$ cat config.mk
export PLATFORM = sky130hd
export DESIGN_NAME = vga_timing_gen
export DESIGN_NICKNAME = d
export VERILOG_FILES = /design/src/rtl/vga_timing_pkg.sv /design/src/rtl/vga_axis_counter.sv /design/src/rtl/vga_timing_gen.sv
export SDC_FILE = /design/constraint.sdc
export NUM_CORES = 1
export LEC_CHECK = 0
export BUFFER_PORTS_ARGS = -buffer_cell sky130_fd_sc_hd__buf_2
export CORE_MARGIN = 10
export CORE_UTILIZATION = 46
export DETAILED_ROUTE_END_ITERATION = 8
export PLACE_DENSITY_LB_ADDON = 0.15
export SLEW_MARGIN = 15
export SYNTH_ARGS = -nofsm -noshare
export SYNTH_HDL_FRONTEND = slang
export SYNTH_SLANG_ARGS = --single-unit
$ cat constraint.sdc
create_clock -name i_Clk -period 1.5 [get_ports i_Clk]
set_input_delay 0.225 -clock i_Clk [delete_from_list [all_inputs] [get_ports i_Clk]]
set_output_delay 0.225 -clock i_Clk [all_outputs]
set_load 0.01 [all_outputs]
$ cat src/rtl/vga_timing_pkg.sv
// Shared VGA timing presets and the axis-total helper used by the raster generator.
// Pure constants; no logic, no latency, no flow control.
package vga_timing_pkg;

  // 640x480@60
  localparam int VGA640_H_ACTIVE = 640;
  localparam int VGA640_H_FRONT  = 16;
  localparam int VGA640_H_SYNC   = 96;
  localparam int VGA640_H_BACK   = 48;
  localparam int VGA640_V_ACTIVE = 480;
  localparam int VGA640_V_FRONT  = 10;
  localparam int VGA640_V_SYNC   = 2;
  localparam int VGA640_V_BACK   = 33;

  // 800x600@60
  localparam int VGA800_H_ACTIVE = 800;
  localparam int VGA800_H_FRONT  = 40;
  localparam int VGA800_H_SYNC   = 128;
  localparam int VGA800_H_BACK   = 88;
  localparam int VGA800_V_ACTIVE = 600;
  localparam int VGA800_V_FRONT  = 1;
  localparam int VGA800_V_SYNC   = 4;
  localparam int VGA800_V_BACK   = 23;

  function automatic int axis_total(input int active, input int front,
                                    input int sync, input int back);
    return active + front + sync + back;
  endfunction

endpackage

$ cat src/rtl/vga_axis_counter.sv
// One raster axis: wrapping counter with enable, end-of-axis flag and sync-window decode.
// Count updates on enabled edges; o_Wrap/o_In_Win are 0-cycle decodes; i_En low holds state.
module vga_axis_counter
  import vga_timing_pkg::*;
#(
  parameter int COUNT_W = 10,
  parameter int TOTAL   = 800,
  parameter int WIN_LO  = 656,
  parameter int WIN_HI  = 751
) (
  input  logic               i_Clk,
  input  logic               i_Reset,
  input  logic               i_En,
  output logic [COUNT_W-1:0] o_Count,
  output logic               o_Wrap,
  output logic               o_In_Win
);

  localparam logic [COUNT_W-1:0] LAST = COUNT_W'(TOTAL - 1);
  localparam logic [COUNT_W-1:0] ONE  = COUNT_W'(1);
  localparam logic [COUNT_W-1:0] LO   = COUNT_W'(WIN_LO);
  localparam logic [COUNT_W-1:0] HI   = COUNT_W'(WIN_HI);

  logic [COUNT_W-1:0] count_q;

  always_ff @(posedge i_Clk or posedge i_Reset) begin
    if (i_Reset) begin
      count_q <= '0;
    end else if (i_En) begin
      count_q <= o_Wrap ? '0 : count_q + ONE;
    end
  end

  assign o_Count  = count_q;
  assign o_Wrap   = (count_q == LAST);
  assign o_In_Win = (count_q >= LO) && (count_q <= HI);

endmodule

$ cat src/rtl/vga_timing_gen.sv
// Parametrised VGA raster timing: syncs, data-enable, line/frame strobes and counts.
// Combinational decode of the counters (0 cycles); with VGA_TIMING_REG_OUT_EN all
// outputs are registered (+1 enabled pixel). i_Pix_En low freezes everything.
module vga_timing_gen
  import vga_timing_pkg::*;
#(
  parameter int   H_ACTIVE  = VGA640_H_ACTIVE,
  parameter int   H_FRONT   = VGA640_H_FRONT,
  parameter int   H_SYNC    = VGA640_H_SYNC,
  parameter int   H_BACK    = VGA640_H_BACK,
  parameter int   V_ACTIVE  = VGA640_V_ACTIVE,
  parameter int   V_FRONT   = VGA640_V_FRONT,
  parameter int   V_SYNC    = VGA640_V_SYNC,
  parameter int   V_BACK    = VGA640_V_BACK,
  parameter logic HSYNC_POL = 1'b0,
  parameter logic VSYNC_POL = 1'b0,
  parameter int   COUNT_W   = 10
) (
  input  logic               i_Clk,
  input  logic               i_Reset,
  input  logic               i_Pix_En,
  output logic               o_HSync,
  output logic               o_VSync,
  output logic               o_Active,
  output logic               o_Line_Start,
  output logic               o_Frame_Start,
  output logic [COUNT_W-1:0] o_Col_Count,
  output logic [COUNT_W-1:0] o_Row_Count
);

  localparam int H_TOTAL   = axis_total(H_ACTIVE, H_FRONT, H_SYNC, H_BACK);
  localparam int V_TOTAL   = axis_total(V_ACTIVE, V_FRONT, V_SYNC, V_BACK);
  localparam int H_SYNC_LO = H_ACTIVE + H_FRONT;
  localparam int H_SYNC_HI = H_SYNC_LO + H_SYNC - 1;
  localparam int V_SYNC_LO = V_ACTIVE + V_FRONT;
  localparam int V_SYNC_HI = V_SYNC_LO + V_SYNC - 1;

  localparam logic [COUNT_W-1:0] H_ACT_C = COUNT_W'(H_ACTIVE);
  localparam logic [COUNT_W-1:0] V_ACT_C = COUNT_W'(V_ACTIVE);

  if (H_SYNC < 1 || V_SYNC < 1) begin : g_bad_sync
    $error("vga_timing_gen: sync width must be at least one");
  end
  if (H_TOTAL > (1 << COUNT_W) || V_TOTAL > (1 << COUNT_W)) begin : g_bad_width
    $error("vga_timing_gen: COUNT_W too narrow for the line or frame total");
  end

  logic [COUNT_W-1:0] col, row;
  logic               col_wrap, row_wrap_unused;
  logic               h_in_win, v_in_win;

  vga_axis_counter #(
    .COUNT_W (COUNT_W),
    .TOTAL   (H_TOTAL),
    .WIN_LO  (H_SYNC_LO),
    .WIN_HI  (H_SYNC_HI)
  ) u_col (
    .i_Clk    (i_Clk),
    .i_Reset  (i_Reset),
    .i_En     (i_Pix_En),
    .o_Count  (col),
    .o_Wrap   (col_wrap),
    .o_In_Win (h_in_win)
  );

  // Row advances only on the edge that wraps the column, so vsync moves at line boundaries.
  vga_axis_counter #(
    .COUNT_W (COUNT_W),
    .TOTAL   (V_TOTAL),
    .WIN_LO  (V_SYNC_LO),
    .WIN_HI  (V_SYNC_HI)
  ) u_row (
    .i_Clk    (i_Clk),
    .i_Reset  (i_Reset),
    .i_En     (i_Pix_En & col_wrap),
    .o_Count  (row),
    .o_Wrap   (row_wrap_unused),
    .o_In_Win (v_in_win)
  );

  logic hs_c, vs_c, act_c, ls_c, fs_c;

  assign hs_c  = h_in_win ? HSYNC_POL : ~HSYNC_POL;
  assign vs_c  = v_in_win ? VSYNC_POL : ~VSYNC_POL;
  assign act_c = (col < H_ACT_C) && (row < V_ACT_C);
  assign ls_c  = (col == '0);
  assign fs_c  = ls_c && (row == '0);

`ifdef VGA_TIMING_REG_OUT_EN
  always_ff @(posedge i_Clk or posedge i_Reset) begin
    if (i_Reset) begin
      o_HSync       <= ~HSYNC_POL;
      o_VSync       <= ~VSYNC_POL;
      o_Active      <= 1'b0;
      o_Line_Start  <= 1'b0;
      o_Frame_Start <= 1'b0;
      o_Col_Count   <= '0;
      o_Row_Count   <= '0;
    end else if (i_Pix_En) begin
      o_HSync       <= hs_c;
      o_VSync       <= vs_c;
      o_Active      <= act_c;
      o_Line_Start  <= ls_c;
      o_Frame_Start <= fs_c;
      o_Col_Count   <= col;
      o_Row_Count   <= row;
    end
  end
`else
  assign o_HSync       = hs_c;
  assign o_VSync       = vs_c;
  assign o_Active      = act_c;
  assign o_Line_Start  = ls_c;
  assign o_Frame_Start = fs_c;
  assign o_Col_Count   = col;
  assign o_Row_Count   = row;
`endif

endmodule

-- After elaboration in Yosys (flattened, before gate mapping)
Index checks and enable logic that the tools add are counted.
- add/subtract/negate cells: 2
- magnitude comparators: 6
- bitwise gates (word level): 1
- eq/ne operators: 2
- muxes and demuxes: 4
- reduce and logical (&&, ||, !) cells: 6
- operators by type and width (operator ; number):
    10-bit by 1-bit adder with 10-bit output (second input constant) ; 2
    10-bit equality test (second input constant) ; 2
    10-bit logical NOT ; 2
    10-bit two-way mux ; 2
    10-bit >= comparator (second input constant) ; 1
    10-bit by 9-bit >= comparator with 1-bit output (second input constant) ; 1
    10-bit <= comparator (second input constant) ; 1
    10-bit by 9-bit <= comparator with 1-bit output (second input constant) ; 1
    10-bit less-than comparator (second input constant) ; 1
    10-bit by 9-bit less-than comparator with 1-bit output (second input constant) ; 1
    1-bit logical AND ; 4
    1-bit two-way mux ; 2
    1-bit AND ; 1
- input bits: 3
- logic and storage cells: 23
- register bits after elaboration: 20
- output and inout port bits: 25

-- Longest topological paths before layout
- depth after elaboration: 3
- mapped depth: 6
- depth with buffers taken out: 6

-- Modules after synthesis
Synthesis repeated with hierarchy kept, for this count alone.
- cell total of the unflattened synthesis: 131
- area, all modules: 1276.2 sq um
- modules (own cells, without submodules) (module ; cells each ; area each (sq um) ; sequential area each (sq um) ; times used):
    vga_axis_counter (u_row) ; 59 ; 596.8 ; 250.2 ; 1
    vga_axis_counter (u_col) ; 58 ; 581.8 ; 250.2 ; 1
    vga_timing_gen ; 14 ; 97.6 ; 0.0 ; 1

-- Least setup slack after synthesis
OpenSTA, ideal clock, no wires.
- path type: register to output
- start: reg u_col.count_q[3] (netlist: u_col.o_Count[3])
- end: out o_Frame_Start
- data required time: 1.275 ns
- data arrival time: 1.496 ns
- path slack: -0.221 ns
- buffers on the path: 1
- stages on the path, launching flop included: 5
- cell sequence: dfrtp_1 buf_4 nor4_1 and4_1 nor4b_1
- cells in the longest elaborated chain, start to end: 2
- RTL lines (what ; line ; source):
    start, declared ; vga_axis_counter.sv:24 ; logic [COUNT_W-1:0] count_q;
    start signal, assigned ; vga_axis_counter.sv:30 ; count_q <= o_Wrap ? '0 : count_q + ONE;
    10-bit logical NOT ; vga_timing_gen.sv:86 ; assign ls_c = (col == '0);
    via o_Line_Start ; vga_timing_gen.sv:25 ; output logic o_Line_Start,
    1-bit logical AND ; vga_timing_gen.sv:87 ; assign fs_c = ls_c && (row == '0);
    end, declared ; vga_timing_gen.sv:26 ; output logic o_Frame_Start,
The timed path passes the listed nets, and every way through them passes these cells.

-- Worst setup path in the final report
- start: reg u_row.count_q[2] (netlist: u_row.o_Count[2])
- end: out o_VSync
- cells in the longest elaborated chain, start to end: 3
- elaborated cells between the ends (all ways): 4
- classes of those cells: order compare: 2; mux: 1; reduce/logical: 1
- RTL lines (what ; line ; source):
    start, declared ; vga_axis_counter.sv:24 ;
    start signal, assigned ; vga_axis_counter.sv:30 ;
    10-bit by 9-bit >= comparator with 1-bit output / 10-bit by 9-bit <= comparator with 1-bit output (equally long branches) ; vga_axis_counter.sv:36 ; assign o_In_Win = (count_q >= LO) && (count_q <= HI);
    1-bit logical AND * ; vga_axis_counter.sv:36 ;
    1-bit two-way mux * ; vga_timing_gen.sv:84 ; assign vs_c = v_in_win ? VSYNC_POL : ~VSYNC_POL;
    end, declared ; vga_timing_gen.sv:23 ; output logic o_VSync,
Every way passes the cells marked *; elsewhere a longest branch is shown, timed or not.

==> metrics.txt <==
drt total wl=3.84 mm; Tmin final=1890 ps; delay-heaviest family, CP=simple AND/OR/NAND/NOR gates; share of the synthesized area in the top cell type=42.9%; HPWL after detailed placement=2.53 mm; Core ar.=0.00245 mm^2; placer congestion estimate=0.907; Synth Net Count=128; Area Overhead vs Synth=56.5%; actual slew at the worst max-slew pin=535 ps; post-route DRC violation count=0; global-route wire length before repair=5.80 mm; hold_sp=i_Pix_En; Max Fclk=0.530 GHz; WL per Instance=17.4 um; outcome=complete, but fails checks; TritonCTS buffer count=3; Max-cap violations=0; initial antenna violation count=0; FFs w/ async S/R, synth=100%; total buffers and inverters traversed by the critical path=1; dpl cell area=0.00158 mm^2; Worst-Skew Late Latency=320 ps; Slew Viols, Final=0; register area share after synthesis=42.9%; initial cell density of the core=47.5%; final setup fails=12; failing checks=setup timing; setup TNS=-2000 ps; RSZ-0062 raised after global routing=yes; diode count=0; area of the multi-input gates=723 um^2; relative slew slack=64.3%; met1 Use GR=17.1%; ys flop type=dfrtp_1; Distinct cells, synth=34; I/O pin count=28; number of synthesized flops with an enable pin=0; drt first-iter violations=53; largest net degree at the start of global routing=14; crit end category=output port; site row count=18; commonest cells in the netlist=dfrtp_1 (20), nand2_1 (12), nand3_1 (12); clock-pin slew on the worst setup and hold paths=130 ps; clk root buf=clkbuf_4; top cells by area, synth=dfrtp_1 (43%), nand3_1 (5.2%), xnor2_1 (4.5%), ha_1 (4.3%), o21ai_0 (3.9%); Avg Cell Area, Syn=9.64 um^2; most common cell in the synthesized netlist=dfrtp_1; clk sinks=20; maximum buffer depth of the clock tree=2; flop and latch count out of synthesis=20; vias in the first global route=1221; fraction of layout cells with a size suffix above 1=53.9%; worst setup margin=-385 ps; post-route ant nets=0; total number of H-tree levels=1; via count=1219; die footprint=0.00495 mm^2; Leak=0.900 nW; die height=70.4 um; Design Power=1.68 mW; fin nets=199; biggest area consumer among synthesized cells=dfrtp_1; Cells after Synth=121; crit path from=u_row.o_Count[2]; Pre-antenna DRT Iters=4; global routing usage on met3=4.10%; VDD IR max=0.967 mV; Crit Path Max Fanout=2; reg2reg start=u_col.o_Count[0]; die width=70.4 um; busiest grt layer=met2; # fillers=189; CP arrival=1660 ps; Hold Vio Cnt, Final=0; met2 usage=22.1%; Hold Path Class=input port to register; slowest CP cell=or4_4; number of synthesis warnings=0; period utilization=126%; Cell Area, Synth=0.00117 mm^2; register area=505 um^2; slowest stage delay, CP=510 ps; CP cell instances=or2_4 > or4_4 > buf_6; Layout Cell Area excl Fill=0.00183 mm^2; PwrDens=919 mW/mm^2; vias per inst=5.52; CTS tree=yes; GRT Residual Overflow=0; port bufs=27; Tot GR Track Use=14.0%; Worst Setup Start Kind=register; Worst Path Required=1270 ps; Worst Clk Skew=15.0 ps; Crit Path Class=register to output port
## per-stage QoR
stage	instances	hold slack, ps	setup slack, ps	util (%)
global placement	207	266	-62.8	64.2
CTS	218	198	-324	70.6
global route	221	213	-456	74.4
detailed placement	207	271	-99.8	64.2
floorplan	121	189	-66.3	-
finish	221	185	-385	74.4
## worst reg2reg max path: stages, from the launching register on
cell	delay [ps]
dfrtp_1	390
buf_6	100
buf_6	90
ha_4	110
and4_4	240
nand3_4	100
buf_6	130
or4b_1	460
nand2_1	90
## layout by cell type, fill, tap and decap left out, types with 2 or more instances in the layout
| cell type | netlist | routed |
|---|---|---|
| and4_4 | 1 | 2 |
| nor2_1 | 8 | 6 |
| buf_6 | 2 | 12 |
| nand4_1 | 6 | 6 |
| mux2i_1 | 2 | 2 |
| o21ai_0 | 9 | 6 |
| xnor2_1 | 6 | 6 |
| inv_1 | 6 | 5 |
| nand3_1 | 12 | 10 |
| ha_1 | 4 | 3 |
| dfrtp_1 | 20 | 16 |
| or4_4 | 0 | 2 |
| buf_4 | 1 | 32 |
| o21ai_1 | 0 | 2 |
| clkbuf_4 | 0 | 3 |
| nand2_1 | 12 | 10 |
| nand3_2 | 0 | 2 |
| xor2_1 | 4 | 4 |
| a21oi_2 | 0 | 2 |
| or3_1 | 2 | 2 |
| buf_2 | 1 | 25 |
| and3_4 | 0 | 2 |
| dfrtp_2 | 0 | 4 |
## registers in the layout, summed over array words and instances (netlist names)
| name | cells |
|---|---|
| u_row.o_Count | 10 |
| u_col.o_Count | 10 |
## final timing paths
path,end,slack (ps),depth (start not counted)
max reg2reg,u_row.o_Count[4],-260,8
max,o_VSync,-390,3
min,u_col.o_Count[0],190,2
min in group asynchronous,u_row.o_Count[5],460,3
max in group asynchronous,u_col.o_Count[5],480,4
min reg2reg,u_row.o_Count[7],570,2
## metal layers
| layer | up-vias | routed length [um] |
|---|---|---|
| met5 | - | 0 |
| met3 | 13 | 214 |
| li1 | 570 | - |
| met2 | 40 | 1900 |
| met1 | 596 | 1610 |
| met4 | 0 | 110 |
## kinds of logic (layout without fill, tap and decap cells)
logic type                 Yosys count  count (layout)  synth area share [%]
xor gates and xnor gates            10              10                  7.51
adders and majority gates            4               4                  4.29
and+or+nand+nor                     61              61                  32.2
DFF                                 20              20                  42.9
buffers and inverters               10              80                  4.94
muxes                                2               2                  1.72
AOI/OAI and AO/OA                   14              14                  6.44
## power by group
group	internal, mW	switching (mW)	total (mW)
sequential	0.607	0.0764	0.684
clock	0.104	0.184	0.288
combinational	0.383	0.323	0.706
total	1.09	0.583	1.68
## final cells by class
cell class,count,share of cell area [%]
Inverter,6,1.23
Clock buffer,4,1.44
Timing Repair Buffer,70,28.0
Tap cell,30,2.06
Multi-Input combinational cell,91,39.6
Sequential cell,20,27.7
## repair_timing
| item | in CTS | in global routing |
|---|---|---|
| hold buffers | 1 | 0 |
| gates resized for setup | 20 | 21 |
| setup endpoints to repair | 13 | 15 |
| pin swaps | 5 | 9 |
| endpoints found under the hold margin | 12 | 0 |
| setup buffers | 7 | 4 |
No activity file was read; power rests on OpenSTA's default activity.
